File: src/rtl/eth_tx_arbiter.sv
// eth_tx_arbiter: round-robin owner of the shared Ethernet TX shifter.
// Grants one response source per frame, then enforces an inter-frame gap.
module eth_tx_arbiter #(
  parameter int NUM_REQ     = 5,
  parameter int IFG_TICKS   = 12,
  parameter int TIMEOUT_CYC = 4096
) (
  input  logic               CLK,
  input  logic               RESET_N,
  input  logic               ARB_EN,
  input  logic [NUM_REQ-1:0] REQ,
  input  logic               OUT_TICK,
  input  logic               TX_BUSY,
  input  logic               TX_DONE,
  input  logic               ERR_CLR,
  output logic [NUM_REQ-1:0] GNT,
  output logic [2:0]         GNT_IDX,
  output logic               TX_START,
  output logic               ARB_BUSY,
  output logic               TIMEOUT_ERR,
  output logic [15:0]        FRAME_CNT
);

  localparam logic [2:0] S_IDLE  = 3'd0;
  localparam logic [2:0] S_START = 3'd1;
  localparam logic [2:0] S_WAIT  = 3'd2;
  localparam logic [2:0] S_SEND  = 3'd3;
  localparam logic [2:0] S_GAP   = 3'd4;

  localparam logic [15:0] WD_LAST  = 16'(TIMEOUT_CYC - 1);
  localparam logic [15:0] GAP_LAST =
    (IFG_TICKS == 0) ? 16'd0 : 16'(IFG_TICKS - 1);

  logic [2:0]         state_q, state_d;
  logic [NUM_REQ-1:0] gnt_q, gnt_d;
  logic [2:0]         idx_q, idx_d;
  logic [2:0]         rr_q, rr_d;
  logic               start_q, start_d;
  logic               busy_q;
  logic               err_q, err_d;
  logic [15:0]        cnt_q, cnt_d;
  logic [15:0]        wd_q, wd_d;
  logic [15:0]        gap_q, gap_d;

  logic [7:0]         req_pad;
  logic               sel_found;
  logic [2:0]         sel_idx;
  logic [NUM_REQ-1:0] sel_onehot;
  logic [3:0]         idx_inc;
  logic [2:0]         rr_nxt;
  logic [15:0]        wd_inc;

  assign req_pad    = 8'(REQ);
  assign sel_onehot = NUM_REQ'(1) << sel_idx;
  assign idx_inc    = {1'b0, idx_q} + 4'd1;
  assign rr_nxt     = (idx_inc >= 4'(NUM_REQ)) ? 3'd0 : idx_inc[2:0];
  assign wd_inc     = wd_q + 16'd1;

  // first requester at or after the round-robin pointer, wrapping
  always_comb begin
    logic [3:0] cand;
    cand      = '0;
    sel_found = 1'b0;
    sel_idx   = '0;
    for (int i = 0; i < NUM_REQ; i++) begin
      cand = {1'b0, rr_q} + 4'(i);
      if (cand >= 4'(NUM_REQ)) cand = cand - 4'(NUM_REQ);
      if (!sel_found && req_pad[cand[2:0]]) begin
        sel_found = 1'b1;
        sel_idx   = cand[2:0];
      end
    end
  end

  // frame sequencing, watchdog and gap counting
  always_comb begin
    state_d = state_q;
    gnt_d   = gnt_q;
    idx_d   = idx_q;
    rr_d    = rr_q;
    start_d = 1'b0;
    err_d   = err_q;
    cnt_d   = cnt_q;
    wd_d    = wd_q;
    gap_d   = gap_q;
    if (ERR_CLR) err_d = 1'b0;
    unique case (state_q)
      S_IDLE: begin
        if (ARB_EN && sel_found) begin
          gnt_d   = sel_onehot;
          idx_d   = sel_idx;
          start_d = 1'b1;
          state_d = S_START;
        end
      end
      S_START: begin
        wd_d    = '0;
        state_d = S_WAIT;
      end
      S_WAIT, S_SEND: begin
        if (TX_DONE) begin
          gnt_d   = '0;
          cnt_d   = cnt_q + 16'd1;
          rr_d    = rr_nxt;
          gap_d   = '0;
          state_d = S_GAP;
        end else if (wd_inc == WD_LAST) begin
          err_d   = 1'b1;
          gnt_d   = '0;
          rr_d    = rr_nxt;
          gap_d   = '0;
          state_d = S_GAP;
        end else begin
          wd_d = wd_inc;
          if (state_q == S_WAIT && TX_BUSY) state_d = S_SEND;
        end
      end
      S_GAP: begin
        if (IFG_TICKS == 0) begin
          state_d = S_IDLE;
        end else if (OUT_TICK) begin
          if (gap_q == GAP_LAST) state_d = S_IDLE;
          else gap_d = gap_q + 16'd1;
        end
      end
      default: state_d = S_IDLE;
    endcase
  end

  // state registers with synchronous active-low reset
  always_ff @(posedge CLK) begin
    if (!RESET_N) begin
      state_q <= S_IDLE;
      gnt_q   <= '0;
      idx_q   <= '0;
      rr_q    <= '0;
      start_q <= 1'b0;
      busy_q  <= 1'b0;
      err_q   <= 1'b0;
      cnt_q   <= '0;
      wd_q    <= '0;
      gap_q   <= '0;
    end else begin
      state_q <= state_d;
      gnt_q   <= gnt_d;
      idx_q   <= idx_d;
      rr_q    <= rr_d;
      start_q <= start_d;
      busy_q  <= (state_d != S_IDLE);
      err_q   <= err_d;
      cnt_q   <= cnt_d;
      wd_q    <= wd_d;
      gap_q   <= gap_d;
    end
  end

  assign GNT         = gnt_q;
  assign GNT_IDX     = idx_q;
  assign TX_START    = start_q & RESET_N;
  assign ARB_BUSY    = busy_q;
  assign TIMEOUT_ERR = err_q;
  assign FRAME_CNT   = cnt_q;

endmodule

File: config.mk
export PLATFORM = sky130hd
export DESIGN_NAME = eth_tx_arbiter
export DESIGN_NICKNAME = d
export VERILOG_FILES = /design/src/rtl/eth_tx_arbiter.sv
export SDC_FILE = /design/constraint.sdc
export NUM_CORES = 1
export LEC_CHECK = 0
export BUFFER_PORTS_ARGS = -buffer_cell sky130_fd_sc_hd__buf_2
export CELL_PAD_IN_SITES_DETAIL_PLACEMENT = 2
export CELL_PAD_IN_SITES_GLOBAL_PLACEMENT = 2
export CORE_ASPECT_RATIO = 1.2
export CORE_MARGIN = 3
export CORE_UTILIZATION = 33
export CTS_CLUSTER_DIAMETER = 50
export DETAILED_ROUTE_END_ITERATION = 10
export GPL_ROUTABILITY_DRIVEN = 0
export HOLD_SLACK_MARGIN = 0.12
export PLACE_DENSITY_LB_ADDON = 0.1
export SETUP_SLACK_MARGIN = 0.05
export SYNTH_ARGS = -nofsm -noshare
export SYNTH_HDL_FRONTEND = slang
export SYNTH_SLANG_ARGS = --single-unit
File: constraint.sdc
create_clock -name CLK -period 3.8 [get_ports CLK]
set_clock_uncertainty 0.15 [all_clocks]
set_input_delay 0.76 -clock CLK [delete_from_list [all_inputs] [get_ports CLK]]
set_output_delay 0.76 -clock CLK [all_outputs]
set_load 0.02 [all_outputs]
After elaboration in Yosys (flattened, before gate mapping)
Cells that the tools add are included.
{"block": "classes", "n_addsub": 13, "n_mux": 52, "n_eq_ne": 12, "bitwise": 1, "n_lt_le_gt_ge": 11, "reduce_logical": 24, "n_shift": 1}
{"op": "16-bit 2-to-1 mux", "n": 6}
{"op": "16-bit case mux with 2 select lines", "n": 2}
{"op": "3-bit 2-to-1 mux", "n": 19}
{"op": "16-bit by 1-bit adder with 16-bit output, second input constant", "n": 3}
{"op": "4-bit by 3-bit >= comparator with 1-bit output, second input constant", "n": 5}
{"op": "3-bit by 4-bit less-than comparator with 1-bit output, second input constant", "n": 5}
{"op": "16-bit by 12-bit == test with 1-bit output, second input constant", "n": 1}
{"op": "16-bit by 4-bit == test with 1-bit output, second input constant", "n": 1}
{"op": "1-bit binary-select mux with 3-bit select", "n": 5}
{"op": "1-bit 2-to-1 mux", "n": 15}
{"op": "5-bit 2-to-1 mux", "n": 3}
{"op": "3-bit subtractor, second input constant", "n": 5}
{"op": "3-bit case mux with 4 select lines", "n": 1}
{"op": "2-bit != test, second input constant", "n": 5}
{"op": "5-bit case mux with 2 select lines", "n": 1}
{"op": "3-bit by 1-bit adder with 4-bit output, second input constant", "n": 2}
{"op": "3-bit by 2-bit adder with 4-bit output, second input constant", "n": 2}
{"op": "2-bit AND reduction", "n": 4}
{"op": "2-bit nonzero test", "n": 4}
{"op": "3-bit by 2-bit == test with 1-bit output, second input constant", "n": 2}
{"op": "1-bit logical AND", "n": 6}
{"op": "3-bit AND reduction", "n": 2}
{"op": "1-bit by 3-bit left shift with 5-bit output, first input constant", "n": 1}
{"op": "3-bit by 3-bit adder with 4-bit output, second input constant", "n": 1}
{"op": "10 further kinds", "n": 13}
{"block": "word_totals", "input_bits": 12, "out_inout_bits": 27, "reg_bits": 65}

Depth between registers and ports, before layout
{"block": "logic_depth", "word_depth": 21, "ltp_mapped": 13, "depth_no_buf": 12}

Worst setup path before layout
OpenSTA, ideal clock, no wires.
{"block": "synth_timing", "path_type": "flip-flop to flip-flop", "start": "register rr_q[0]", "end": "register gnt_q[0] (netlist: GNT[0])", "slack_ns": 0.116, "t_arrival_ns": 3.442, "required_time_ns": 3.558, "synth_period_minus_slack_ns": 3.684, "path_stages_with_launch": 12, "setup_time_ns": 0.092, "n_path_buf": 2, "path_cell_list": "dfxtp_1 > buf_2 > clkinv_1 > ha_1 > buf_6 > mux2_4 > mux4_2 > a22o_1 > or3_4 > or3b_1 > o31a_1 > o32ai_1"}
{"block": "synth_between", "elab_chain_cells": 20, "elab_cells_between_ends": 53, "classes_between": "add/sub: 9; order compare: 5; eq/ne: 1; shift: 1; mux: 27; reduce/logical: 10"}
{"item": "start: declaration", "line_no": "37", "source": "logic [2:0] rr_q, rr_d;"}
{"item": "start signal: assignment", "line_no": "147", "source": "rr_q <= rr_d;"}
{"item": "parallel branches: the longest is 20 deep, another holds 3-bit by 1-bit adder with 4-bit output"}
{"item": "end signal: assignment", "line_no": "145", "source": "gnt_q <= gnt_d;"}
{"item": "end: declaration", "line_no": "35", "source": "logic [NUM_REQ-1:0] gnt_q, gnt_d;"}
Parallel ways; which one is timed is not known. The select of a mux whose other input is x is not followed.
A chain may end at the register's enable or synchronous reset.

Worst setup path after layout
Same ends and word-level chain as after synthesis.

==> metrics.txt <==
actual slew at the worst max-slew pin=between 0.6 and 0.7 ns; final setup margin=approximately 0.23 ns; Core Util, Final=40.17%; post-layout min period=3.568 ns; Initial Util=between 30% and 40%; synth top area cells=dfxtp_1, nor2_1, xnor2_1; post-synth top area share=between 20% and 30%; largest net degree at the start of global routing=32; Async SR Flop Fraction=0%; CP Cell Sequence=clkinv_1 > ha_2 > mux2_4 > mux4_2 > a22o_1 > or3_4 > or3b_1 > o31a_1 > o32ai_1; synthesized flop and latch total=65; Hold Crit Class=reg -> reg; delay of the slowest critical-path stage=approximately 0.47 ns; full die area=approximately 15000 µm²; Avg Vias per Cell=between 5 and 6; CTS HTree Levels=3; Post-route DRC=0; clk sinks=65; post-place setup slack=about 0.088 ns; leak pwr=around 1.9 nW; sequential cell area fraction in the yosys report=approximately 30%; vias in the first global route=~4500; worst path bufs/invs=1; Mapped Area=roughly 4300 µm²; top cell family by delay on the critical path=simple AND/OR/NAND/NOR gates; status=finished clean; Crit Reg-Reg Endpoint=GNT[0]; syn nets=559; number of synthesized flops with an enable pin=0; worst skew pair latency=about 0.34 ns; drt pass-1 iters=4; initial antenna violation count=0; Post-Synthesis Cells=532; cell area power density=approximately 350 nW/µm²; fmax=approximately 0.28 GHz; CP max stage cell=mux4_2; count leader, synth=nor2_1; grt total ovfl=0; worst relative slew slack=around 60%; Reg clk slew, reported paths=about 0.060 ns; syn_area_per_cell=slightly above 8 µm²; routed length per instance=18.70 µm; row cnt=45; IO Count=39; CTS tree=yes; final setup fails=0; Max VDD drop=about 190 µV; GRT Util Overall=just under 20%; max-cap violation count=0; cts bufs inserted=9; CTS root buffer=clkbuf_16; Distinct cells, synth=approximately 70; first-pass GRT wire length=between 20 and 25 mm; WL met2=slightly above 7 mm; CTS Buffer Depth=2; RR Startpoint=rr_q[0]; Critical Path Sink Type=flip-flop; FF/Latch Area=~1300 µm²; # diodes=0; worst-path maximum fanout=6; Inst Count DP=between 700 and 800; crit path launch type=flip-flop; die width=110.7 µm; area of the core=about 13000 µm²; R2R cell count=9; via count=roughly 4200; critical path type=reg -> reg; area grow syn2layout=18.28%; Endpoint, Worst Hold=GNT[2]; share of the clock period used by the worst path=between 90% and 100%; YS warnings=0; Final Hold Fails=0; DR WL met3=approximately 330 µm; area leader, netlist=dfxtp_1; WL final=approximately 14 mm; Worst EP arrival=between 3 and 4 ns; chip height=about 130 µm; area of the multi-input gates=2851 µm²; RSZ-0062 raised after global routing=no; ys flop type=dfxtp_1; required time worst endpoint=3.89 ns; # nets final=608; Non-Filler Instances=750; DPL Wire Length=between 10 and 15 mm; worst hold start=GNT[2]; power consumption=about 0.0018 W; Hold Path Depth=2; layout cell share with drive strength beyond 1=between 10% and 20%; Synth top cells by count=nor2_1, dfxtp_1, nand2_1, a21oi_1, xnor2_1; Buffers on Ports=38; M1 WL=just over 6 mm; top layer in use=met4; Register-to-Register Setup Slack=roughly 0.23 ns; number of max-slew violations in the final report=0; fillcell total=between 1000 and 1500; post-route ant nets=0; Initial DRC Count=between 100 and 150; setup TNS=0 ns
-- metrics by stage --
step,hold slack (ns),cell area (µm²)
2_1_floorplan,0.3205,4340
3_3_place_gp,0.3177,4776
3_5_place_dp,0.3311,4776
4_1_cts,0.3404,5074
5_1_grt,0.3489,5134
6_report,0.3345,5134
-- where the power goes --
part	switching (W)	leakage [nW]	total (W)	internal [W]
Combinational	0.000160	1.23	0.000265	0.000106
Sequential	0.0000146	0.526	0.000710	0.000696
Clock	0.000329	0.143	0.000839	0.000510
-- logic make-up (layout without fill, tap and decap cells) --
| group | count (synthesis) | count (layout) | synth area share, % |
|---|---|---|---|
| XOR/XNOR | 32 | 32 | 6.457 |
| AND/OR/NAND/NOR | 233 | 233 | 27.85 |
| flip-flops | 65 | 65 | 29.98 |
| multiplexers | 23 | 23 | 6.515 |
| AO/OA/AOI/OAI | 116 | 116 | 19.37 |
| buffers and inverters | 48 | 102 | 5.333 |
| adder cells (fa/ha/maj) | 15 | 15 | 4.497 |
-- routing by layer --
metal | global-route usage (%) | vias up
met2 | 35.19 | 48
met1 | 22.47 | 2055
met5 | 0 | -
met3 | 3.501 | 28
met4 | 7.803 | 0
li1 | - | 2021
-- tightest hold or removal path, stage by stage, from the launching register on --
cell and delay (ns):
dfxtp_1 0.31, nand2_1 0.06, o32ai_1 0.07
-- layout make-up --
| type | instances | area share (%) |
|---|---|---|
| Sequential cell | 65 | 25.37 |
| Tap cell | 164 | 3.997 |
| Inverter | 23 | 1.682 |
| Clock inverter | 6 | 1.340 |
| Multi-Input combinational cell | 419 | 55.54 |
| Clock buffer | 10 | 4.460 |
| Timing Repair Buffer | 63 | 7.604 |
-- flip-flops by register name (all words and copies together), names as in the netlist --
| register | flops |
|---|---|
| state_q | 3 |
| start_q | 1 |
| rr_q | 3 |
| wd_q | 16 |
| FRAME_CNT | 16 |
| TIMEOUT_ERR | 1 |
| gap_q | 16 |
| ARB_BUSY | 1 |
| GNT | 5 |
| GNT_IDX | 3 |
-- how the worst max path moves through the flow --
stage          cells past startpoint      to    start  slack [ns]
2_1_floorplan                     11  GNT[0]  rr_q[0]        0.12
3_3_place_gp                       9  GNT[0]  rr_q[1]        0.24
3_5_place_dp                       9  GNT[0]  rr_q[1]        0.09
4_1_cts                            9  GNT[0]  rr_q[1]        0.05
5_1_grt                            9  GNT[1]  rr_q[0]        0.08
6_report                           9  GNT[0]  rr_q[0]        0.23
-- cells in the final DEF (no fill, tap or decap), types with 10 or more instances in the layout --
master,synthesis,layout
inv_1,21,21
a21oi_1,26,26
nor3_1,15,15
xnor2_1,22,22
nand4_1,12,12
nand3_1,14,14
xor2_1,10,10
nor2_1,73,73
mux2i_1,11,11
o21ai_0,21,21
ha_1,14,12
buf_4,1,24
dfxtp_1,65,64
buf_2,8,38
nand2_1,41,41
-- what timing repair did --
action | CTS | global route
hold buffers | 0 | 0
gates resized for setup | 0 | 8
endpoints found under the setup margin | 0 | 15
buffers inserted | 0 | 2
Power figures use the tool's default switching activity.
